### src/rtl/dma_pkg.sv
// Shared definitions for the DMA device-side endpoint: state encoding,
// transfer direction constants and default parameter values.
package dma_pkg;

    typedef enum logic [2:0] {
        ST_IDLE,
        ST_LATCH,
        ST_REQ,
        ST_XFER,
        ST_DRAIN,
        ST_DONE,
        ST_ERR
    } dma_dev_state_t;

    localparam logic DIR_RD = 1'b1;
    localparam logic DIR_WR = 1'b0;

    localparam int DEF_DATA       = 8;
    localparam int DEF_ADD        = 7;
    localparam int DEF_WORD       = 5;
    localparam int DEF_FIFO_DEPTH = 8;
    localparam int DEF_TIMEOUT    = 64;

endpackage

### src/rtl/sync_fifo.sv
// Show-ahead synchronous FIFO with full/empty flags and a synchronous flush.
// A pop while full frees the slot that a simultaneous push then fills.
module sync_fifo #(
    parameter int DATA       = 8,
    parameter int FIFO_DEPTH = 8
) (
    input  logic            clk,
    input  logic            reset,
    input  logic            flush_i,
    input  logic            push_i,
    input  logic [DATA-1:0] din_i,
    input  logic            pop_i,
    output logic [DATA-1:0] dout_o,
    output logic            full_o,
    output logic            empty_o
);

    localparam int AW = $clog2(FIFO_DEPTH);
    localparam logic [AW:0] PTR_ONE = 1;

    logic [AW:0]     wr_ptr_q, wr_ptr_d;
    logic [AW:0]     rd_ptr_q, rd_ptr_d;
    logic [DATA-1:0] mem_q [FIFO_DEPTH];
    logic            do_push, do_pop;

    assign empty_o = (wr_ptr_q == rd_ptr_q);
    assign full_o  = (wr_ptr_q[AW] != rd_ptr_q[AW]) &&
                     (wr_ptr_q[AW-1:0] == rd_ptr_q[AW-1:0]);
    assign dout_o  = mem_q[rd_ptr_q[AW-1:0]];

    // A pop on an empty FIFO is dropped even if a push lands the same cycle.
    assign do_pop  = pop_i && !empty_o;
    assign do_push = push_i && (!full_o || pop_i);

    always_comb begin
        wr_ptr_d = wr_ptr_q;
        rd_ptr_d = rd_ptr_q;
        if (flush_i) begin
            wr_ptr_d = '0;
            rd_ptr_d = '0;
        end else begin
            if (do_push) wr_ptr_d = wr_ptr_q + PTR_ONE;
            if (do_pop)  rd_ptr_d = rd_ptr_q + PTR_ONE;
        end
    end

    always_ff @(posedge clk or posedge reset) begin
        if (reset) begin
            wr_ptr_q <= '0;
            rd_ptr_q <= '0;
        end else begin
            wr_ptr_q <= wr_ptr_d;
            rd_ptr_q <= rd_ptr_d;
        end
    end

    always_ff @(posedge clk) begin
        if (do_push && !flush_i) mem_q[wr_ptr_q[AW-1:0]] <= din_i;
    end

endmodule

### src/rtl/dma_dev_port.sv
// Device-side DMA endpoint: latches a descriptor, requests the DMA, moves
// beats through a local FIFO and checks for early end / stalled transfers.
module dma_dev_port
    import dma_pkg::*;
#(
    parameter int DATA       = DEF_DATA,
    parameter int ADD        = DEF_ADD,
    parameter int WORD       = DEF_WORD,
    parameter int FIFO_DEPTH = DEF_FIFO_DEPTH,
    parameter int TIMEOUT    = DEF_TIMEOUT
) (
    input  logic            clk,
    input  logic            reset,
    input  logic            start,
    input  logic [WORD:0]   in_num_words,
    input  logic [ADD-1:0]  in_start_address,
    input  logic            in_rd_wr,
    input  logic            host_wr_en,
    input  logic [DATA-1:0] host_wr_data,
    input  logic            host_rd_en,
    output logic [DATA-1:0] host_rd_data,
    output logic            fifo_full,
    output logic            fifo_empty,
    output logic [WORD:0]   num_words,
    output logic [ADD-1:0]  start_address,
    output logic            rd_wr,
    output logic            rqst,
    input  logic            dma_ack,
    input  logic            dma_end_flag,
    input  logic [DATA-1:0] dev_in,
    output logic [DATA-1:0] dev_out,
    output logic            dev_ack,
    output logic            dev_ready,
    output logic            busy,
    output logic            error
);

    localparam int WD_W = (TIMEOUT > 0) ? $clog2(TIMEOUT + 1) : 1;
    localparam logic [WORD:0] CNT_ONE = 1;
    localparam logic [WD_W-1:0] WD_ONE = 1;
    localparam logic [WD_W-1:0] WD_MAX = WD_W'(TIMEOUT);

    dma_dev_state_t  state_q, state_d;
    logic [WORD:0]   num_words_q, cnt_q, cnt_d;
    logic [ADD-1:0]  addr_q;
    logic            rd_wr_q, error_q, error_d;
    logic [WD_W-1:0] wd_q, wd_d;

    logic            accept, xfer, beat, wd_active;
    logic            fifo_push, fifo_pop, fifo_flush;
    logic [DATA-1:0] fifo_din, fifo_dout;

    assign accept    = (state_q == ST_IDLE) && start;
    assign xfer      = (state_q == ST_XFER);
    assign wd_active = (state_q == ST_REQ) || xfer || (state_q == ST_DRAIN);

    // Ready depends only on registered state so the DMA can't form a loop.
    assign dev_ack = xfer && (cnt_q < num_words_q) &&
                     ((rd_wr_q == DIR_RD) ? !fifo_full : !fifo_empty);
    assign beat    = dev_ack && dma_ack;
    assign cnt_d   = accept ? '0 : (beat ? cnt_q + CNT_ONE : cnt_q);

    always_comb begin
        state_d = state_q;
        unique case (state_q)
            ST_IDLE:  if (start) state_d = ST_LATCH;
            ST_LATCH: state_d = (num_words_q == '0) ? ST_DONE : ST_REQ;
            ST_REQ:   if (dma_ack) state_d = ST_XFER;
            ST_XFER: begin
                // Count includes a beat landing this cycle, so an end flag
                // that arrives with the final beat is not treated as early.
                if (dma_end_flag && (cnt_d < num_words_q)) state_d = ST_ERR;
                else if (cnt_q == num_words_q)             state_d = ST_DRAIN;
            end
            ST_DRAIN: if (dma_end_flag) state_d = ST_DONE;
            ST_DONE:  state_d = ST_IDLE;
            ST_ERR:   state_d = ST_IDLE;
            default:  state_d = ST_IDLE;
        endcase
        if ((TIMEOUT != 0) && wd_active && (wd_q == WD_MAX)) state_d = ST_ERR;
    end

    always_comb begin
        wd_d = '0;
        if (wd_active && (state_d == state_q) && !beat) wd_d = wd_q + WD_ONE;
        error_d = error_q;
        if (accept)                  error_d = 1'b0;
        else if (state_d == ST_ERR)  error_d = 1'b1;
    end

    always_ff @(posedge clk or posedge reset) begin
        if (reset) begin
            state_q     <= ST_IDLE;
            cnt_q       <= '0;
            wd_q        <= '0;
            error_q     <= 1'b0;
            num_words_q <= '0;
            addr_q      <= '0;
            rd_wr_q     <= 1'b0;
        end else begin
            state_q <= state_d;
            cnt_q   <= cnt_d;
            wd_q    <= wd_d;
            error_q <= error_d;
            // Loaded on the accepting edge so LATCH already sees the descriptor.
            if (accept) begin
                num_words_q <= in_num_words;
                addr_q      <= in_start_address;
                rd_wr_q     <= in_rd_wr;
            end
        end
    end

    assign fifo_flush = (state_q == ST_ERR);
    assign fifo_push  = (beat && rd_wr_q == DIR_RD) ||
                        (host_wr_en && ((state_q == ST_IDLE) || (rd_wr_q == DIR_WR)));
    assign fifo_din   = (beat && rd_wr_q == DIR_RD) ? dev_in : host_wr_data;
    assign fifo_pop   = (beat && rd_wr_q == DIR_WR) || host_rd_en;

    sync_fifo #(
        .DATA       (DATA),
        .FIFO_DEPTH (FIFO_DEPTH)
    ) u_fifo (
        .clk     (clk),
        .reset   (reset),
        .flush_i (fifo_flush),
        .push_i  (fifo_push),
        .din_i   (fifo_din),
        .pop_i   (fifo_pop),
        .dout_o  (fifo_dout),
        .full_o  (fifo_full),
        .empty_o (fifo_empty)
    );

    assign host_rd_data  = fifo_dout;
    assign dev_out       = (xfer && rd_wr_q == DIR_WR) ? fifo_dout : '0;
    assign num_words     = num_words_q;
    assign start_address = addr_q;
    assign rd_wr         = rd_wr_q;
    assign rqst          = (state_q == ST_REQ);
    assign dev_ready     = (state_q == ST_DONE);
    assign busy          = (state_q != ST_IDLE);
    assign error         = error_q;

endmodule

### config.mk
export PLATFORM = sky130hd
export DESIGN_NAME = dma_dev_port
export DESIGN_NICKNAME = d
export VERILOG_FILES = /design/src/rtl/dma_pkg.sv /design/src/rtl/sync_fifo.sv /design/src/rtl/dma_dev_port.sv
export SDC_FILE = /design/constraint.sdc
export NUM_CORES = 1
export LEC_CHECK = 0
export CELL_PAD_IN_SITES_DETAIL_PLACEMENT = 1
export CELL_PAD_IN_SITES_GLOBAL_PLACEMENT = 2
export CORE_MARGIN = 2
export CORE_UTILIZATION = 37
export DETAILED_ROUTE_END_ITERATION = 12
export PLACE_DENSITY = 0.82
export SLEW_MARGIN = 20
export SYNTH_ARGS = -nofsm -noshare
export SYNTH_HDL_FRONTEND = slang
export SYNTH_HIERARCHICAL = 1
export SYNTH_SLANG_ARGS = --single-unit
### constraint.sdc
create_clock -name clk -period 5 [get_ports clk]
set_clock_uncertainty 0.15 [all_clocks]
set_input_delay 1.25 -clock clk [delete_from_list [all_inputs] [get_ports clk]]
set_output_delay 1.25 -clock clk [all_outputs]
set_load 0.02 [all_outputs]
Word-level counts from Yosys, hierarchy flattened
Memories as Yosys holds them, arrays and structs flattened.
Cells that the tools add are included.

word-level totals
  bits in registers = 39
  bits in writable memories = 64
  input port bits = 37
  output and inout port bits = 37
  word-level logic and storage cells = 84
  memories kept = 1

cells by class
  $add $sub $neg = 4
  $lt $le $gt $ge = 2
  eq/ne operators = 13
  muxes and demuxes = 22
  bitwise gates (word level) = 1
  reductions and logical operators = 32

memory list
  name          depth  bits a word  read ports  clocked after Yosys merged registers in  wr ports  line             text
  u_fifo.mem_q  8      8            1           0                                        1         sync_fifo.sv:23  logic [DATA-1:0] mem_q [FIFO_DEPTH];

operators with widths
  kind                                                              number
  3-bit 2-to-1 mux                                                  7
  1-bit logical AND                                                 16
  4-bit 2-to-1 mux                                                  4
  8-bit 2-to-1 mux                                                  2
  3-bit case mux with 5 select lines                                1
  3-bit == test (second input constant)                             4
  6-bit < comparator                                                2
  6-bit 2-to-1 mux                                                  2
  4-bit by 1-bit adder with 4-bit output (second input constant)    2
  7-bit by 1-bit adder with 7-bit output (second input constant)    1
  7-bit == test (second input constant)                             1
  7-bit 2-to-1 mux                                                  1
  6-bit by 1-bit adder with 6-bit output (second input constant)    1
  3-bit by 2-bit == test with 1-bit output (second input constant)  2
  3-bit == test                                                     2
  6-bit == test                                                     1
  6-bit logical NOT                                                 1
  1-bit logical OR                                                  6
  2-bit nonzero test                                                3
  1-bit 2-to-1 mux                                                  5
  4-bit == test                                                     1
  1-bit logical NOT                                                 4
  3-bit by 1-bit == test with 1-bit output (second input constant)  1
  3-bit logical NOT                                                 1
  other kinds (3)                                                   3

Longest topological paths before layout
Gate-level depths: netlist (run 1).

  word-level depth = 17
  mapped depth = 18
  gate-level depth less buffers = 15

Cells and area by module
Netlist (run 1), hierarchy kept.

by module, submodules not included
  module        instances  cells each  area an instance (sq um)
  sync_fifo     1          175         3,069.2
  dma_dev_port  1          259         2,223.4

Worst setup path after synthesis (run 1)
Ideal clock, no wire load.

  path type = register -> register
  start point = register u_fifo.rd_ptr_q[1]
  end point = register wd_q[2]
  arrival time = 3.490 ns
  required time = 4.706 ns
  slack = 1.216 ns
  stages on the path, launching flop included = 16
  buffers on the path = 2
  clock period less this slack = 3.784 ns
  cell sequence = dfrtp_1 -> buf_4 -> xnor2_1 -> nand4_1 -> buf_2 -> inv_1 -> mux2i_1 -> nand4_1 -> or3_1 -> a21oi_1 -> ha_1 -> a211oi_1 -> o21ai_1 -> or3_1 -> o311ai_4 -> nor3_1

between the ends
  cells in the longest elaborated chain, start to end = 17

RTL lines
  item                                line                 text
  from (decl)                         sync_fifo.sv:22      logic [AW:0] rd_ptr_q, rd_ptr_d;
  from (signal assigned)              sync_fifo.sv:53      rd_ptr_q <= rd_ptr_d;
  3-bit == test                       sync_fifo.sv:28      (wr_ptr_q[AW-1:0] == rd_ptr_q[AW-1:0]);
  1-bit logical AND                   sync_fifo.sv:27      assign full_o = (wr_ptr_q[AW] != rd_ptr_q[AW]) &&
  named net fifo_full                 dma_dev_port.sv:22   output logic fifo_full,
  1-bit logical NOT                   dma_dev_port.sv:59   ((rd_wr_q == DIR_RD) ? !fifo_full : !fifo_empty);
  1-bit 2-to-1 mux                    dma_dev_port.sv:59
  1-bit logical AND                   dma_dev_port.sv:58   assign dev_ack = xfer && (cnt_q < num_words_q) &&
  1-bit logical AND                   dma_dev_port.sv:60   assign beat = dev_ack && dma_ack;
  6-bit 2-to-1 mux (2 in series)      dma_dev_port.sv:61   assign cnt_d = accept ? '0 : (beat ? cnt_q + CNT_ONE : cnt_q);
  named net cnt_d[3]                  dma_dev_port.sv:44   logic [WORD:0] num_words_q, cnt_q, cnt_d;
  [... 1 more ...]                    --
  1-bit logical AND                   dma_dev_port.sv:72   if (dma_end_flag && (cnt_d < num_words_q)) state_d = ST_ERR;
  3-bit 2-to-1 mux                    dma_dev_port.sv:72
  3-bit case mux with 5 select lines  dma_dev_port.sv:65   unique case (state_q)
  3-bit 2-to-1 mux                    dma_dev_port.sv:80   if ((TIMEOUT != 0) && wd_active && (wd_q == WD_MAX)) state_d = ST_ERR;
  3-bit == test                       dma_dev_port.sv:85   if (wd_active && (state_d == state_q) && !beat) wd_d = wd_q + WD_ONE;
  1-bit logical AND (2 in series)     dma_dev_port.sv:85
  7-bit 2-to-1 mux                    dma_dev_port.sv:85
  named net wd_d[2]                   dma_dev_port.sv:47   logic [WD_W-1:0] wd_q, wd_d;
  to (signal assigned)                dma_dev_port.sv:103  wd_q <= wd_d;
  to (decl)                           dma_dev_port.sv:47

The timed path passes the listed nets, and every way through them passes these cells.
A chain may end at the register's enable or synchronous reset.

Worst setup path in the final report (run 1)
  start point = register u_fifo.rd_ptr_q[2]
  end point = register wd_q[4]

between the ends
  cells in the longest elaborated chain, start to end = 17

RTL lines
  item                                    line
  3-bit == test                           sync_fifo.sv:28
  1-bit logical AND                       sync_fifo.sv:27
  1-bit logical NOT                       dma_dev_port.sv:59
  1-bit 2-to-1 mux (*)                    dma_dev_port.sv:59
  1-bit logical AND (*)                   dma_dev_port.sv:58
  1-bit logical AND (*)                   dma_dev_port.sv:60
  6-bit 2-to-1 mux (*) (2 in series)      dma_dev_port.sv:61
  named net cnt_d[3]                      dma_dev_port.sv:44
  6-bit < comparator (*)                  dma_dev_port.sv:72
  1-bit logical AND (*)                   dma_dev_port.sv:72
  3-bit 2-to-1 mux (*)                    dma_dev_port.sv:72
  3-bit case mux with 5 select lines (*)  dma_dev_port.sv:65
  3-bit 2-to-1 mux (*)                    dma_dev_port.sv:80
  3-bit == test (*)                       dma_dev_port.sv:85
  1-bit logical AND (*) (2 in series)     dma_dev_port.sv:85
  7-bit 2-to-1 mux (*)                    dma_dev_port.sv:85
  named net wd_d[4]                       dma_dev_port.sv:47

The timed path passes the listed nets; every way through them passes the cells marked *.

==> metrics.txt, run 1 <==
outcome finished clean; max-slew violation count 0; RSZ-0062 raised after global routing false; met3 GRT Util 3.57%; Achievable Freq between 200 and 250 MHz; Tmin final 4470 ps; Critical Path Start Type flop; Top FF cell, synth edfxtp_1; Synth Register Bits 103; antenna fix cells 0; Post-synth EDFFs 64; initial antenna violation count 0; setup violators final 0; nets 570; Syn Nets around 500; DR vias/cell between 5 and 6; syn_area_per_cell 12.2 µm²; Pwr per Cell Area between 500 and 600 nW/µm²; CORE AREA 13900 µm²; Post-Route WL ~14000 µm; post-CTS setup buffers 0; final hold viol count 0; Resize count post-CTS 0; die area between 15000 and 20000 µm²; top-level I/O count between 70 and 80; total iterations of the first detailed-routing run 4; setup TNS 0 ps; CTS buffer count 9; htree depth 3; Ys Warns 6; gr ovfl total 0; CTS sink cnt between 100 and 150; # placed instances roughly 690; synthesized cell area about 5300 µm²; GR Util met1 a little under a quarter; area growth from synthesis to layout 24.3%; clock-pin slew on the worst setup and hold paths 70 ps; layout cell share with drive strength beyond 1 approximately 12%; nature of the critical path endpoint flop; Async SR Flop Fraction between 30% and 40%; Root Driver clkbuf_16; post-synthesis sequential area ratio 54.8%; worst vdd ir 0.000262 V; CP arrival about 4500 ps; P_leak approximately 0.0025 µW; final std cells w/o fill between 700 and 800; Crit path required time between 5000 and 6000 ps; synthesized netlist cell count between 400 and 500; Avg WL per Cell between 15 and 20 µm; vias in the first global route 3932; Port-buffer cells between 70 and 80; largest net degree at the start of global routing 32; CTS tree done; all-layer global routing usage a little under 20%; GRT busiest layer met2; insertion delay to the later sink of the worst-skew pair ~350 ps; library cells used by synthesis between 60 and 70; hold buffers post-CTS 0; Worst Path Max Fanout 12; Initial Utilization 38.0%; first-pass GRT wire length roughly 22000 µm; GR Util met2 35.2%; DRC 0; fin crit share between 80% and 90%; 1st-iter DRT viols roughly 210; Die Y 124 µm; CP Class flop to flop; Rows 43; Worst Tran Pin Value roughly 670 ps; hpwl dp a little over 10000 µm; HP Class flop to flop; via count 3717; gpl congestion ~0.89; Slew HR a little over half; DRT antenna net count 0; Die W between 100 and 150 µm; max_cap viols 0; Clock Tree Buf Depth 2
[registers in the layout, indices dropped and copies added (netlist names)]
signal / flops
u_fifo/wr_ptr_q: 4
u_fifo/mem_q: 64
wd_q: 7
cnt_q: 6
start_address: 7
error: 1
rd_wr: 1
num_words: 6
u_fifo/rd_ptr_q: 4
state_q: 3
[Yosys cell counts (all sizes together), types with 6 or more instances]
cell,count,area [µm²]
nand4,8,50.1
clkbuf,9,33.8
xor2,7,61.3
nand3,14,70.1
nor2,29,114
a21oi,14,70.1
dfrtp,39,976
and2,8,50.1
inv,20,75.1
buf,12,78.8
o21ai,20,100
mux4,16,387
nor3,15,75.1
xnor2,8,70.1
nand2,52,203
mux2,18,206
nand2b,6,37.5
edfxtp,64,1920
ha,16,200
[layer usage]
layer,wire (µm),part of all wire [%]
met3,419,3.0
met2,7420,54
met1,5690,41
met5,0,0
met4,238,1.7
[worst max-delay path, cell delays in order, from the launching register on]
cell      delay, ps
dfrtp_1         700
xnor2_1         200
nand4_1         150
inv_1            80
mux2i_1         460
nand4_1         290
or3_1           400
a21oi_1         220
ha_1            290
a211oi_1        240
o21ai_1         190
or3_1           410
o311ai_4        450
nor3_1          100
[power breakdown]
| part | internal (µW) | switching (µW) | total, µW |
|---|---|---|---|
| Clock | 392 | 323 | 715 |
| Sequential | 1110 | 180 | 1290 |
| Combinational | 819 | 1020 | 1840 |
| Total | 2320 | 1520 | 3840 |
[cell usage in the layout, fill, tap and decap left out, types with 3 or more instances in the layout]
master | netlist | layout
a211oi_1 | 5 | 5
nor2b_1 | 4 | 4
nand2_1 | 51 | 51
dfrtp_1 | 39 | 39
mux2_1 | 9 | 9
mux4_2 | 9 | 9
nor2_1 | 27 | 27
or3_1 | 5 | 5
xor2_1 | 7 | 7
nand4_1 | 8 | 8
o211ai_1 | 3 | 3
nand2b_1 | 6 | 6
nand3_1 | 14 | 14
clkdlybuf4s50_1 | 0 | 73
mux2_2 | 8 | 8
o21ai_0 | 17 | 17
inv_2 | 3 | 3
and3_1 | 4 | 4
xnor2_1 | 8 | 8
o311ai_0 | 3 | 3
and2_1 | 8 | 8
buf_4 | 1 | 20
nor3_1 | 15 | 15
o21ai_1 | 3 | 3
a21oi_1 | 14 | 14
ha_1 | 16 | 16
edfxtp_1 | 64 | 64
clkbuf_16 | 0 | 9
inv_1 | 17 | 17
mux4_1 | 7 | 7
[area by class of cell]
cell class              instances  area (µm²)
fillers                      1441        7350
clock inverters                 6        66.3
clock buffers                  10         229
well taps                     180         225
multi-input cells             290        2210
flip-flops and latches        103        2900
inverters                      20        75.1
repair buffers                 93         881
[metrics by stage]
stage	power (µW)	util [%]	setup WS (ps)	instance area, µm²	hold WS [ps]
global placement	3080	45.1	502	6290	315
floorplan	2470	-	1220	5290	333
finish	3840	47.2	532	6580	335
global route	4080	47.2	205	6580	356
CTS	3880	47.2	547	6580	339
detailed placement	3150	45.1	342	6290	322
[kinds of logic after synthesis]
logic type | Yosys count | synth area share, %
XOR/XNOR | 15 | 2.48
adder cells (fa/ha/maj) | 16 | 3.78
AND/OR/NAND/NOR | 159 | 15.6
multiplexers | 36 | 11.6
AO/OA/AOI/OAI | 64 | 8.30
flip-flops | 103 | 54.8
buffers and inverters | 41 | 3.55
[final timing paths]
| check | from | slack, ps | end | depth (start not counted) |
|---|---|---|---|---|
| max in group asynchronous | reset | 3210 | start_address[0] | 3 |
| min in group asynchronous | reset | 1030 | u_fifo/wr_ptr_q[2] | 2 |
| max | u_fifo/rd_ptr_q[2] | 530 | wd_q[4] | 13 |
| min | start_address[5] | 330 | start_address[5] | 2 |
| max reg2reg | u_fifo/rd_ptr_q[2] | 530 | wd_q[4] | 13 |
| min reg2reg | start_address[5] | 330 | start_address[5] | 2 |
No activity file was read; power rests on OpenSTA's default activity.
==> run 2, diff against run 1 <==
CELL_PAD_IN_SITES_DETAIL_PLACEMENT = 0   (was 1)
TNS_END_PERCENT = 5   (was not set)
==> run 2 against run 1 <==
Against the previous run: first-iteration DRC count increased by 17%; sequential cell count is the same; routed wire length fell by 11%; die area unchanged; sequential power barely moved; critical path type unchanged; critical endpoint is now wd_q[2]; largest cell class unchanged.
==> metrics.txt, run 2 (synthesized netlist as in run 1, its figures left out) <==
outcome finished clean; DR vias/cell ~5.3; P_leak 0.00253 µW; 1st-iter DRT viols about 250; fill count about 1300; final hold viol count 0; most common cell after layout, fill and taps aside clkdlybuf4s50_1; Clock Tree Buf Depth 2; Worst Tran Pin Value roughly 720 ps; Avg WL per Cell between 15 and 20 µm; hold buffers post-CTS 0; post-CTS setup buffers 0; Resize count post-CTS 0; via count around 3700; htree depth 3; most frequent cells in the layout clkdlybuf4s50_1, edfxtp_1, nand2_1; Pwr per Cell Area around 580 nW/µm²; max reg flops 64; nature of the critical path endpoint flop; Port-buffer cells 73; area growth from synthesis to layout 24.6%; die area 15300 µm²; Post-Route WL ~12000 µm; nets 570; worst vdd ir 0.000231 V; top-level I/O count 74; insertion delay to the later sink of the worst-skew pair roughly 350 ps; antenna fix cells 0; Rows between 40 and 50; CTS tree done; clock-pin slew on the worst setup and hold paths ~70 ps; CP Class flop to flop; Die Y ~120 µm; layout cell share with drive strength beyond 1 between 10% and 20%; all-layer global routing usage 17.0%; Root Driver clkbuf_16; CTS sink cnt between 100 and 150; DRT antenna net count 0; setup TNS 0 ps; HP Class flop to flop; first-pass GRT wire length 19300 µm; total iterations of the first detailed-routing run 4; DRC 0; initial antenna violation count 0; max-slew violation count 0; largest net degree at the start of global routing 32; gpl congestion 0.889; CP arrival 4390 ps; CTS buffer count 9; CORE AREA around 14000 µm²; gr ovfl total 0; fin crit share between 80% and 90%; Worst Path Max Fanout 12; max_cap viols 0; Core Util, Final a little under half; Critical Path Start Type flop; Die W around 120 µm; Achievable Freq 231 MHz; hpwl dp 8850 µm; Tmin final 4340 ps; Initial Utilization 38.0%; Slew HR 52.0%; vias in the first global route between 3000 and 4000; Crit path required time 5060 ps; RSZ-0062 raised after global routing false; setup violators final 0
-- run 2: cell types whose count changed in the layout (fill, tap and decap cells not counted) --
cell | previous run | this run
clkinv_2 | 0 | 1
clkinv_8 | 0 | 1
clkinv_1 | 2 | 0
clkinv_4 | 0 | 1
inv_8 | 1 | 0
-- run 2: where the power goes --
group | switching, µW | leakage (µW) | internal, µW
combinational | 978 | 0.00130 | 818
sequential | 173 | 0.00108 | 1100
clock | 327 | 0.000150 | 397
total | 1480 | 0.00253 | 2320
-- run 2: stage by stage --
step           area [µm²]  total power (µW)  hold WS, ps  worst slack [ps]  std cells
2_1_floorplan        5290              2470          333              1220        434
3_3_place_gp         6290              3080          315               502        686
3_5_place_dp         6290              3110          315               380        686
4_1_cts              6590              3840          339               597        702
5_1_grt              6590              4060          361               259        702
6_report             6590              3800          331               662        702
-- run 2: critical path: stages (launching register included) --
cell      delay (ps)
dfrtp_1          680
xnor2_1          200
nand4_1          140
inv_1             70
mux2i_1          370
nand4_1          270
or3_1            400
a21oi_1          200
ha_1             280
a211oi_1         270
o21ai_1          200
or3_1            420
o311ai_4         450
nor3_1           100
-- run 2: per-layer routing --
layer | share of wire [%] | vias up | GRT usage, % | wire (µm)
met5 | 0 | - | 0 | 0
met4 | 1.5 | 0 | 6.39 | 181
met3 | 3.9 | 13 | 2.66 | 478
met2 | 51 | 89 | 28.9 | 6160
met1 | 44 | 1823 | 21.8 | 5380
li1 | - | 1789 | - | -
-- run 2: worst paths after layout --
path | end | slack (ps) | startpoint | cells after the start
min reg2reg | start_address[5] | 330 | start_address[5] | 2
max | wd_q[2] | 660 | u_fifo/rd_ptr_q[2] | 13
min | start_address[5] | 330 | start_address[5] | 2
min in group asynchronous | u_fifo/wr_ptr_q[0] | 1030 | reset | 2
max reg2reg | wd_q[2] | 660 | u_fifo/rd_ptr_q[2] | 13
max in group asynchronous | start_address[4] | 3220 | reset | 3
-- run 2: final cells by class --
cell class              instances  area, µm²  area share (%)
clock buffers                  10        229            3.47
clock inverters                 6       77.6            1.18
inverters                      20       75.1            1.14
multi-input cells             290       2210            33.5
flip-flops and latches        103       2900            44.0
well taps                     180        225            3.42
repair buffers                 93        881            13.4
==> run 3, diff against run 2 <==
CORE_UTILIZATION = 43   (was 37)
DONT_BUFFER_PORTS = 1   (was not set)
==> run 3 against run 2 <==
Against the previous run: maximum frequency fell by 0.62%; register-to-register slack worse by 30 ps; largest power group unchanged; critical path depth grew 1; first-iteration DRC count is 23% lower; sequential share of layout area rose by 6.3 points; routed wire length is 5.0% lower; worst hold slack better by 60 ps; via count is 8.2% lower.
==> metrics.txt, run 3 (synthesized netlist as in run 1, its figures left out) <==
outcome finished clean; via count between 3000 and 4000; Tmin final about 4400 ps; DRT antenna net count 0; Avg WL per Cell between 15 and 20 µm; hpwl dp 8150 µm; layout cell share with drive strength beyond 1 13.5%; nets between 400 and 500; max reg flops 64; max-slew violation count 0; first-pass GRT wire length 18600 µm; largest net degree at the start of global routing 32; final hold viol count 0; Critical Path Start Type flop; setup violators final 0; pre-CTS WS around 600 ps; Gate power share around 41%; Die W about 110 µm; Worst Tran Pin Value about 900 ps; Rows 40; gr ovfl total 0; Pwr per Cell Area just under 600 nW/µm²; post-CTS setup buffers 0; all-layer global routing usage around a fifth; Port-buffer cells 0; CTS sink cnt 103; NetSw ~1400 µW; worst vdd ir ~0.00019 V; hold buffers post-CTS 0; Core Util, Final around 48%; HP Class flop to flop; Crit path required time between 5000 and 6000 ps; DRC 0; CP arrival around 4400 ps; area growth from synthesis to layout 8.89%; 1st-iter DRT viols between 150 and 200; total iterations of the first detailed-routing run 4; clock share of power 19.4%; Slew HR about 40%; Die Y about 110 µm; Tot Pwr 3440 µW; CORE AREA approximately 12000 µm²; die area 13200 µm²; vias in the first global route 3474; Post-Route WL approximately 12000 µm; fin worst setup slack 635 ps; most frequent cells in the layout edfxtp_1, nand2_1, dfrtp_1; Reg power frac slightly below 40%; P_leak between 0.002 and 0.0025 µW; fill count 1074; Resize count post-CTS 0; WHS approximately 390 ps; CTS buffer count 9; most common cell after layout, fill and taps aside edfxtp_1; htree depth 3; CP Class flop to flop; Reg2Reg Setup Slack around 640 ps; top-level I/O count 74; Initial Utilization between 40 and 50%; CTS tree done; sw frac a little over two fifths; max_cap viols 0; Clock Tree Buf Depth 2; clock-pin slew on the worst setup and hold paths ~70 ps; gpl congestion ~0.84; setup TNS 0 ps; Worst Path Max Fanout 12; RSZ-0062 raised after global routing false; Achievable Freq 229 MHz; insertion delay to the later sink of the worst-skew pair approximately 350 ps; Internal roughly 2000 µW; DR vias/cell 5.76; fin crit share between 80% and 90%; Root Driver clkbuf_16; nature of the critical path endpoint flop; initial antenna violation count 1
==> run 3: changes by cell type in the layout (fill, tap and decap cells not counted), sizes merged <==
cell,change
clkdlybuf4s50,-73
buf,-5
clkinv,-1
diode,+1
bufinv,-1
inv,+2
==> run 3: critical path, stage by stage, from the launching register on <==
cell      delay [ps]
dfrtp_1          710
xnor2_1          210
nand4_1          120
buf_4            180
inv_1             60
mux2i_1          320
nand4_1          250
or3_1            390
a21oi_1          220
ha_1             280
a211oi_1         230
o21ai_1          180
or3_1            400
o311ai_4         410
nor3_1           100
==> run 3: routing by layer <==
layer / GRT usage [%] / routed length [µm] / share of wire [%]
met5: 0 / 0 / 0
met4: 6.91 / 183 / 1.6
met1: 23.8 / 4980 / 43
met3: 5.27 / 626 / 5.4
met2: 31.3 / 5790 / 50
==> run 3: through the flow <==
stage / area [µm²] / instances
2_1_floorplan: 5290 / 434
3_3_place_gp: 5480 / 575
3_5_place_dp: 5480 / 575
4_1_cts: 5760 / 591
5_1_grt: 5760 / 592
6_report: 5760 / 592
==> run 3: layout make-up <==
| cell class | instances | area, µm² | area share, % |
|---|---|---|---|
| flip-flops and latches | 103 | 2900 | 50.3 |
| multi-input cells | 290 | 2210 | 38.4 |
| clock buffers | 10 | 229 | 3.97 |
| well taps | 147 | 184 | 3.19 |
| repair buffers | 15 | 113 | 1.95 |
| inverters | 20 | 75.1 | 1.30 |
| clock inverters | 6 | 50.0 | 0.868 |
| diodes | 1 | 2.50 | 0.0434 |
==> run 3: final timing paths <==
| kind | from | to | depth (start not counted) |
|---|---|---|---|
| setup / recovery | u_fifo/rd_ptr_q[2] | wd_q[3] | 14 |
| hold / removal | wd_q[0] | wd_q[0] | 1 |
| setup reg to reg | u_fifo/rd_ptr_q[2] | wd_q[3] | 14 |
| hold reg to reg | wd_q[0] | wd_q[0] | 1 |
| max in group asynchronous | reset | rd_wr | 2 |
| min in group asynchronous | reset | u_fifo/wr_ptr_q[2] | 1 |
==> run 3: power by group through the flow <==
stage,sequential [µW],combinational [µW],clock [µW]
floorplan,1270,1200,0
global placement,1370,1390,0
detailed placement,1390,1410,0
CTS,1370,1420,690
global route,1390,1570,734
finish,1360,1410,666
